[config.mk]
export PLATFORM = sky130hd
export DESIGN_NAME = pipe_hazard_ctrl
export DESIGN_NICKNAME = d
export VERILOG_FILES = /design/src/rtl/pipe_hazard_ctrl.sv
export SDC_FILE = /design/constraint.sdc
export NUM_CORES = 1
export LEC_CHECK = 0
export CAP_MARGIN = 20
export CORE_MARGIN = 2
export CORE_UTILIZATION = 33
export CTS_CLUSTER_SIZE = 30
export DETAILED_ROUTE_END_ITERATION = 10
export GPL_ROUTABILITY_DRIVEN = 1
export PLACE_DENSITY_LB_ADDON = 0.12
export SKIP_LAST_GASP = 1
export SLEW_MARGIN = 20
export SYNTH_ARGS = -nofsm -noshare
export SYNTH_HDL_FRONTEND = slang
export SYNTH_SLANG_ARGS = --single-unit
[constraint.sdc]
create_clock -name clk -period 2.1 [get_ports clk]
set_input_delay 0.42 -clock clk [delete_from_list [all_inputs] [get_ports clk]]
set_output_delay 0.42 -clock clk [all_outputs]
set_load 0.005 [all_outputs]
[src/rtl/pipe_hazard_ctrl.sv]
`default_nettype none
// +--------------------------------------------------------------------------+
// | Module      : pipe_hazard_ctrl                                           |
// | Description : Stall/flush controller for a 5-stage RISC-V pipeline.      |
// |               Handles load-use stalls, taken-branch flushes and whole-   |
// |               pipeline freezes while data memory is busy. A branch that  |
// |               resolves during a freeze is remembered and applied when    |
// |               the freeze ends.                                           |
// |               Optional macro HAZARD_STATS_EN adds saturating stall,      |
// |               flush and load-use event counters.                         |
// | Revision    : 1.0 - initial release                                      |
// +--------------------------------------------------------------------------+
module pipe_hazard_ctrl #(
  parameter int REG_W    = 5,   // register index width
  parameter int CNT_W    = 4,   // memory-wait counter width
  parameter int MAX_WAIT = 15   // wait cycles before mem_timeout (< 2**CNT_W)
) (
  input  logic             clk,
  input  logic             reset,
  input  logic [REG_W-1:0] id_rs1,
  input  logic [REG_W-1:0] id_rs2,
  input  logic             id_uses_rs2,
  input  logic             ex_mem_read,
  input  logic [REG_W-1:0] ex_rd,
  input  logic             branch_taken,
  input  logic             dmem_busy,
  output logic             pc_write,
  output logic             pc_sel_target,
  output logic             ifid_write,
  output logic             if_flush,
  output logic             idex_bubble,
  output logic             pipe_hold,
  output logic             mem_timeout,
  output logic [CNT_W-1:0] wait_cnt
`ifdef HAZARD_STATS_EN
  ,
  output logic [31:0]      stall_cycles,
  output logic [15:0]      flush_count,
  output logic [15:0]      lu_count
`endif
);

  // Saturation value of the wait counter and the timeout threshold at
  // counter width.
  localparam logic [CNT_W-1:0] c_CNT_SAT  = {CNT_W{1'b1}};
  localparam logic [CNT_W-1:0] c_MAX_WAIT = CNT_W'(MAX_WAIT);

  typedef enum logic [0:0] {
    RUN      = 1'b0,
    MEM_WAIT = 1'b1
  } state_t;

  state_t           r_state;
  state_t           w_state_nxt;
  logic             r_br_pend;
  logic             w_br_pend_nxt;
  logic [CNT_W-1:0] r_wait_cnt;
  logic [CNT_W-1:0] w_wait_cnt_nxt;
  logic             r_mem_timeout;
  logic             w_mem_timeout_nxt;

  logic             w_rd_nonzero;
  logic             w_rs1_match;
  logic             w_rs2_match;
  logic             w_lu;
  logic             w_br;
  logic             w_lu_stall;

  // Hazard terms. A destination of x0 never creates a dependency, and the
  // rs2 comparison only matters when the ID instruction actually reads rs2.
  assign w_rd_nonzero = (ex_rd != '0);
  assign w_rs1_match  = (ex_rd == id_rs1);
  assign w_rs2_match  = id_uses_rs2 & (ex_rd == id_rs2);
  assign w_lu         = ex_mem_read & w_rd_nonzero & (w_rs1_match | w_rs2_match);

  // A branch either resolves now or was deferred across a memory freeze.
  assign w_br = branch_taken | r_br_pend;

  assign mem_timeout = r_mem_timeout;
  assign wait_cnt    = r_wait_cnt;

  // State and bookkeeping registers.
  always_ff @(posedge clk) begin
    if (reset) begin
      r_state       <= RUN;
      r_br_pend     <= 1'b0;
      r_wait_cnt    <= '0;
      r_mem_timeout <= 1'b0;
    end else begin
      r_state       <= w_state_nxt;
      r_br_pend     <= w_br_pend_nxt;
      r_wait_cnt    <= w_wait_cnt_nxt;
      r_mem_timeout <= w_mem_timeout_nxt;
    end
  end

  // Next-state logic and control outputs, priority: reset, memory freeze,
  // branch flush, load-use stall, normal flow.
  always_comb begin
    w_state_nxt       = r_state;
    w_br_pend_nxt     = r_br_pend;
    w_wait_cnt_nxt    = r_wait_cnt;
    w_mem_timeout_nxt = r_mem_timeout;
    pc_write          = 1'b0;
    pc_sel_target     = 1'b0;
    ifid_write        = 1'b0;
    if_flush          = 1'b0;
    idex_bubble       = 1'b0;
    pipe_hold         = 1'b0;
    w_lu_stall        = 1'b0;

    if (reset) begin
      // Squash whatever sits in IF/ID and ID/EX while the core is held.
      if_flush          = 1'b1;
      idex_bubble       = 1'b1;
      w_state_nxt       = RUN;
      w_br_pend_nxt     = 1'b0;
      w_wait_cnt_nxt    = '0;
      w_mem_timeout_nxt = 1'b0;
    end else if (dmem_busy) begin
      // Freeze every stage; a branch seen now is parked in br_pend.
      pipe_hold   = 1'b1;
      w_state_nxt = MEM_WAIT;
      if (r_state == RUN) begin
        w_wait_cnt_nxt = CNT_W'(1);
        w_br_pend_nxt  = branch_taken;
      end else begin
        w_wait_cnt_nxt = (r_wait_cnt == c_CNT_SAT) ? r_wait_cnt
                                                   : r_wait_cnt + 1'b1;
        w_br_pend_nxt  = r_br_pend | branch_taken;
      end
      if (w_wait_cnt_nxt >= c_MAX_WAIT) begin
        w_mem_timeout_nxt = 1'b1;
      end
    end else begin
      // Memory available: leave any freeze and resolve the front end.
      w_state_nxt    = RUN;
      w_wait_cnt_nxt = '0;
      w_br_pend_nxt  = 1'b0;
      if (w_br) begin
        // The ID instruction is squashed, so a load-use match is moot.
        pc_write      = 1'b1;
        pc_sel_target = 1'b1;
        if_flush      = 1'b1;
        idex_bubble   = 1'b1;
      end else if (w_lu) begin
        // One-cycle stall: the bubble removes the load from the compare.
        idex_bubble = 1'b1;
        w_lu_stall  = 1'b1;
      end else begin
        pc_write   = 1'b1;
        ifid_write = 1'b1;
      end
    end
  end

`ifdef HAZARD_STATS_EN
  logic [31:0] r_stall_cycles;
  logic [15:0] r_flush_count;
  logic [15:0] r_lu_count;

  assign stall_cycles = r_stall_cycles;
  assign flush_count  = r_flush_count;
  assign lu_count     = r_lu_count;

  // Saturating event counters; reset cycles are never counted.
  always_ff @(posedge clk) begin
    if (reset) begin
      r_stall_cycles <= '0;
      r_flush_count  <= '0;
      r_lu_count     <= '0;
    end else begin
      if (!pc_write && (r_stall_cycles != 32'hFFFF_FFFF)) begin
        r_stall_cycles <= r_stall_cycles + 32'd1;
      end
      if (if_flush && (r_flush_count != 16'hFFFF)) begin
        r_flush_count <= r_flush_count + 16'd1;
      end
      if (w_lu_stall && (r_lu_count != 16'hFFFF)) begin
        r_lu_count <= r_lu_count + 16'd1;
      end
    end
  end
`endif

endmodule
`default_nettype wire

==> flow_summary.rst <==
.. list-table::
   :header-rows: 1

   * - Metric
     - Value
   * - Run status
     - finished, violations left
   * - Violations in the final reports
     - negative setup slack
   * - Final worst path period share
     - 102%
   * - Count of pins on the block boundary
     - 32
   * - Total global routing track utilization
     - 14.6%
   * - Clock buffers created by TritonCTS
     - 3
   * - Clock tree from TritonCTS
     - done
   * - Count of yosys warnings during synthesis
     - 0
   * - Count of standard-cell rows
     - 13
   * - Worst setup slack for register-to-register paths
     - about 0.76 ns
   * - Kind of end point of the critical path
     - primary output
   * - Reg2Reg Capture Point
     - mem_timeout
   * - Effective utilization at floorplan
     - between 30% and 40%
   * - Post-Synthesis Cell Area
     - 467 um2
   * - Maximum clock path buffer count
     - 2
   * - MaxCap Viol Count
     - 0
   * - Worst-case setup margin in the final layout
     - -0.0491 ns
   * - Lkg Pwr
     - 0.393 nW
   * - Kind of critical path
     - input port to primary output
   * - Leading cell types in the layout, fill and taps excluded
     - sky130_fd_sc_hd__clkdlybuf4s50_1, sky130_fd_sc_hd__xnor2_1, sky130_fd_sc_hd__buf_4, sky130_fd_sc_hd__nor2_1, sky130_fd_sc_hd__dfxtp_1
   * - Headroom to the max-slew limit
     - slightly above 80%
   * - Most common cell after layout, fill and taps aside
     - sky130_fd_sc_hd__clkdlybuf4s50_1
   * - Placed cell count
     - roughly 110
   * - Number of input and output port buffers inserted
     - 31
   * - Routability cong.
     - a little over 0.8
   * - Area enclosed by the die boundary
     - approximately 1700 um2
   * - Average detailed-routed wire length per instance
     - 10.1 um
   * - Buffer cell driving the clock tree root
     - sky130_fd_sc_hd__clkbuf_4
   * - Final Net Count
     - about 130
   * - Vertical extent of the die
     - 41.6 um
   * - Proportion of layout cells with a drive suffix above 1
     - 22.1%
   * - Number of non-filler instances in the completed layout
     - between 100 and 150
   * - Setup repair after global routing missed its margin
     - true
   * - Max Clock Freq
     - 0.465 GHz
   * - Final Skew
     - 0.00627 ns
   * - CP max stage delay
     - 0.51 ns
   * - Number of antenna violations at the first check in global routing
     - 0
   * - Placeable Area
     - 1320 um2
   * - CTS sink cnt
     - 7
   * - DRT antenna net count
     - 0
   * - Required @ worst endpoint
     - 1.68 ns
   * - Vias after detailed routing
     - 564
   * - Chip width
     - 41.6 um
   * - Final total negative setup slack
     - -0.0491 ns
   * - Power per standard cell area
     - 416 nW/um2
   * - Maximum level of the CTS H-tree
     - 1
   * - Critical path launch point
     - ex_rd[3]
   * - CTS hold repair buffers
     - 0
   * - Critical path startpoint category
     - input port
   * - Peak fanout along the critical path
     - 3
   * - Net count after synthesis
     - 80
   * - Area growth from synthesis to final layout
     - 94.1%
   * - Top Family by Delay on Critical Path
     - simple AND/OR/NAND/NOR gates
   * - Post-synthesis sequential area ratio
     - 30.0%
   * - Clock Pin Slew Worst Setup and Hold Paths
     - 0.05 ns
   * - Path depth of the worst reg2reg path
     - 4
   * - Capture point of the critical path
     - pc_write
   * - Worst IR drop on VDD
     - 318 uV
   * - Minimum clock period after layout
     - 2.15 ns
   * - Cell with the largest stage delay on the worst path
     - sky130_fd_sc_hd__or4_4
   * - Total congestion overflow
     - 0
   * - Post-DP HPWL
     - 1.01 mm
   * - Vias in the first global route
     - between 500 and 600
   * - Data arrival, critical path
     - about 1.7 ns
   * - Gate count of the mapped netlist
     - 58
   * - Buf/Inv on CP
     - 3
   * - Number of gates on the worst path with buffers counted
     - 6
   * - Number of distinct library cells after synthesis
     - 22
   * - Type of the tightest min-delay check
     - flip-flop to flip-flop
   * - Max-slew violation count
     - 0
   * - Pre-CTS worst setup slack
     - -0.683 ns
   * - Total wire length
     - about 1.2 mm
   * - Critical Path, Cell by Cell
     - buf_6 > or4_4 > o21a_1 > buf_4 > a311oi_2 > buf_2
   * - Synthesis-stage register bit count
     - 7
   * - Reg-to-reg critical path startpoint
     - wait_cnt[0]
   * - DRT iter0 DRCs
     - 3
   * - Mean Syn Cell Area
     - 8.05 um2
   * - Final hold vios
     - 0
   * - First-pass GRT wire length
     - 1.94 mm
   * - Final setup violating endpoints
     - 1
   * - Layout fillers
     - roughly 110
   * - Fraction of the core area covered by cells at the end of the flow
     - 68.8%
   * - Number of antenna diodes
     - 0
   * - Clock latency reported for the late side of the worst-skew pair
     - around 0.25 ns
   * - Measured slew at the worst slew-check pin
     - 0.273 ns
   * - Number of vias per cell
     - 4.74
   * - Worst Hold Depth
     - 1
   * - Maximum number of pins on one net before global-route repair
     - 9
   * - Count of unresolved DRC violations after routing
     - 0
   * - First-pass detailed-route iteration total
     - 2
==> power by group <==
part           leakage, nW  total [W]  internal, W  switching, W
logic                0.321   0.000113    0.0000751     0.0000378
clock network       0.0150   0.000125    0.0000726     0.0000519
registers           0.0571   0.000140     0.000136    0.00000351
==> sequential cells by signal (all words and copies together), names as in the netlist <==
| signal | cells |
|---|---|
| mem_timeout | 1 |
| r_br_pend | 1 |
| r_state | 1 |
| wait_cnt | 4 |
==> cell type report <==
cell class | count | area (um2) | area share (%)
inverters | 2 | 7.51 | 0.829
clock buffers | 4 | 26.3 | 2.90
flip-flops and latches | 7 | 140 | 15.5
well taps | 15 | 18.8 | 2.07
repair buffers | 42 | 384 | 42.4
multi-input cells | 49 | 329 | 36.3
==> synthesized netlist by cell type (all sizes together) <==
master    n  area (um2)
a211oi    1        7.51
a21oi     3        15.0
a22o      1        8.76
a311oi    1        15.0
a31o      1        8.76
a31oi     1        6.26
dfxtp     7         140
ha        1        12.5
inv       2        7.51
mux2i     1        10.0
nand2     6        22.5
nand2b    2        12.5
nand3     3        15.0
nand4     2        12.5
nor2      7        26.3
nor3      2        10.0
o21a      1        7.51
o21ai     2        10.0
o22ai     1        6.26
o2bb2ai   1        8.76
or4       1        7.51
xnor2    11        96.3
==> through the flow <==
stage	instance area [um2]	power (W)	hold WS (ns)
after CTS	886	0.000381	0.466
final	906	0.000377	0.457
after floorplan	467	0.000180	0.430
after detailed placement	863	0.000257	0.459
after global placement	863	0.000256	0.452
after global routing	906	0.000400	0.492
==> worst min-delay path by stage <==
stage	endpoint	start	slack, ns
after floorplan	wait_cnt[0]	r_state	0.43
after global placement	wait_cnt[0]	r_state	0.45
after detailed placement	wait_cnt[0]	r_state	0.46
after CTS	wait_cnt[0]	r_state	0.47
after global routing	wait_cnt[0]	r_state	0.49
final	wait_cnt[0]	r_state	0.46
==> metal layers <==
| metal | GRT usage, % | routed length [um] | up-vias |
|---|---|---|---|
| li1 | - | - | 305 |
| met1 | 14.8 | 499 | 244 |
| met2 | 26.3 | 638 | 15 |
| met3 | 6.96 | 64 | 0 |
| met4 | 3.87 | 0 | 0 |
| met5 | 0 | 0 | - |
==> logic make-up (layout without fill, tap and decap cells) <==
group,Yosys count,in the layout,synth area share (%)
AND/OR/NAND/NOR,23,23,22.8
AO/OA/AOI/OAI,13,13,20.1
XOR/XNOR,11,11,20.6
flip-flops,7,7,30.0
buffers and inverters,2,48,1.61
adder cells (fa/ha/maj),1,1,2.68
multiplexers,1,1,2.14
==> what timing repair did <==
item                       4_1_cts  5_1_grt
gates resized for setup         24        9
pin swaps                        4        3
setup buffers                    2        0
setup endpoints to repair        6        4
==> worst register-to-register path, cell delays in order, from the launching register on <==
cell                       delay [ns]
sky130_fd_sc_hd__dfxtp_1         0.45
sky130_fd_sc_hd__ha_1            0.31
sky130_fd_sc_hd__nor2_1          0.07
sky130_fd_sc_hd__a211oi_1        0.30
sky130_fd_sc_hd__a22o_1          0.17
(Power assumes the default switching activity.)
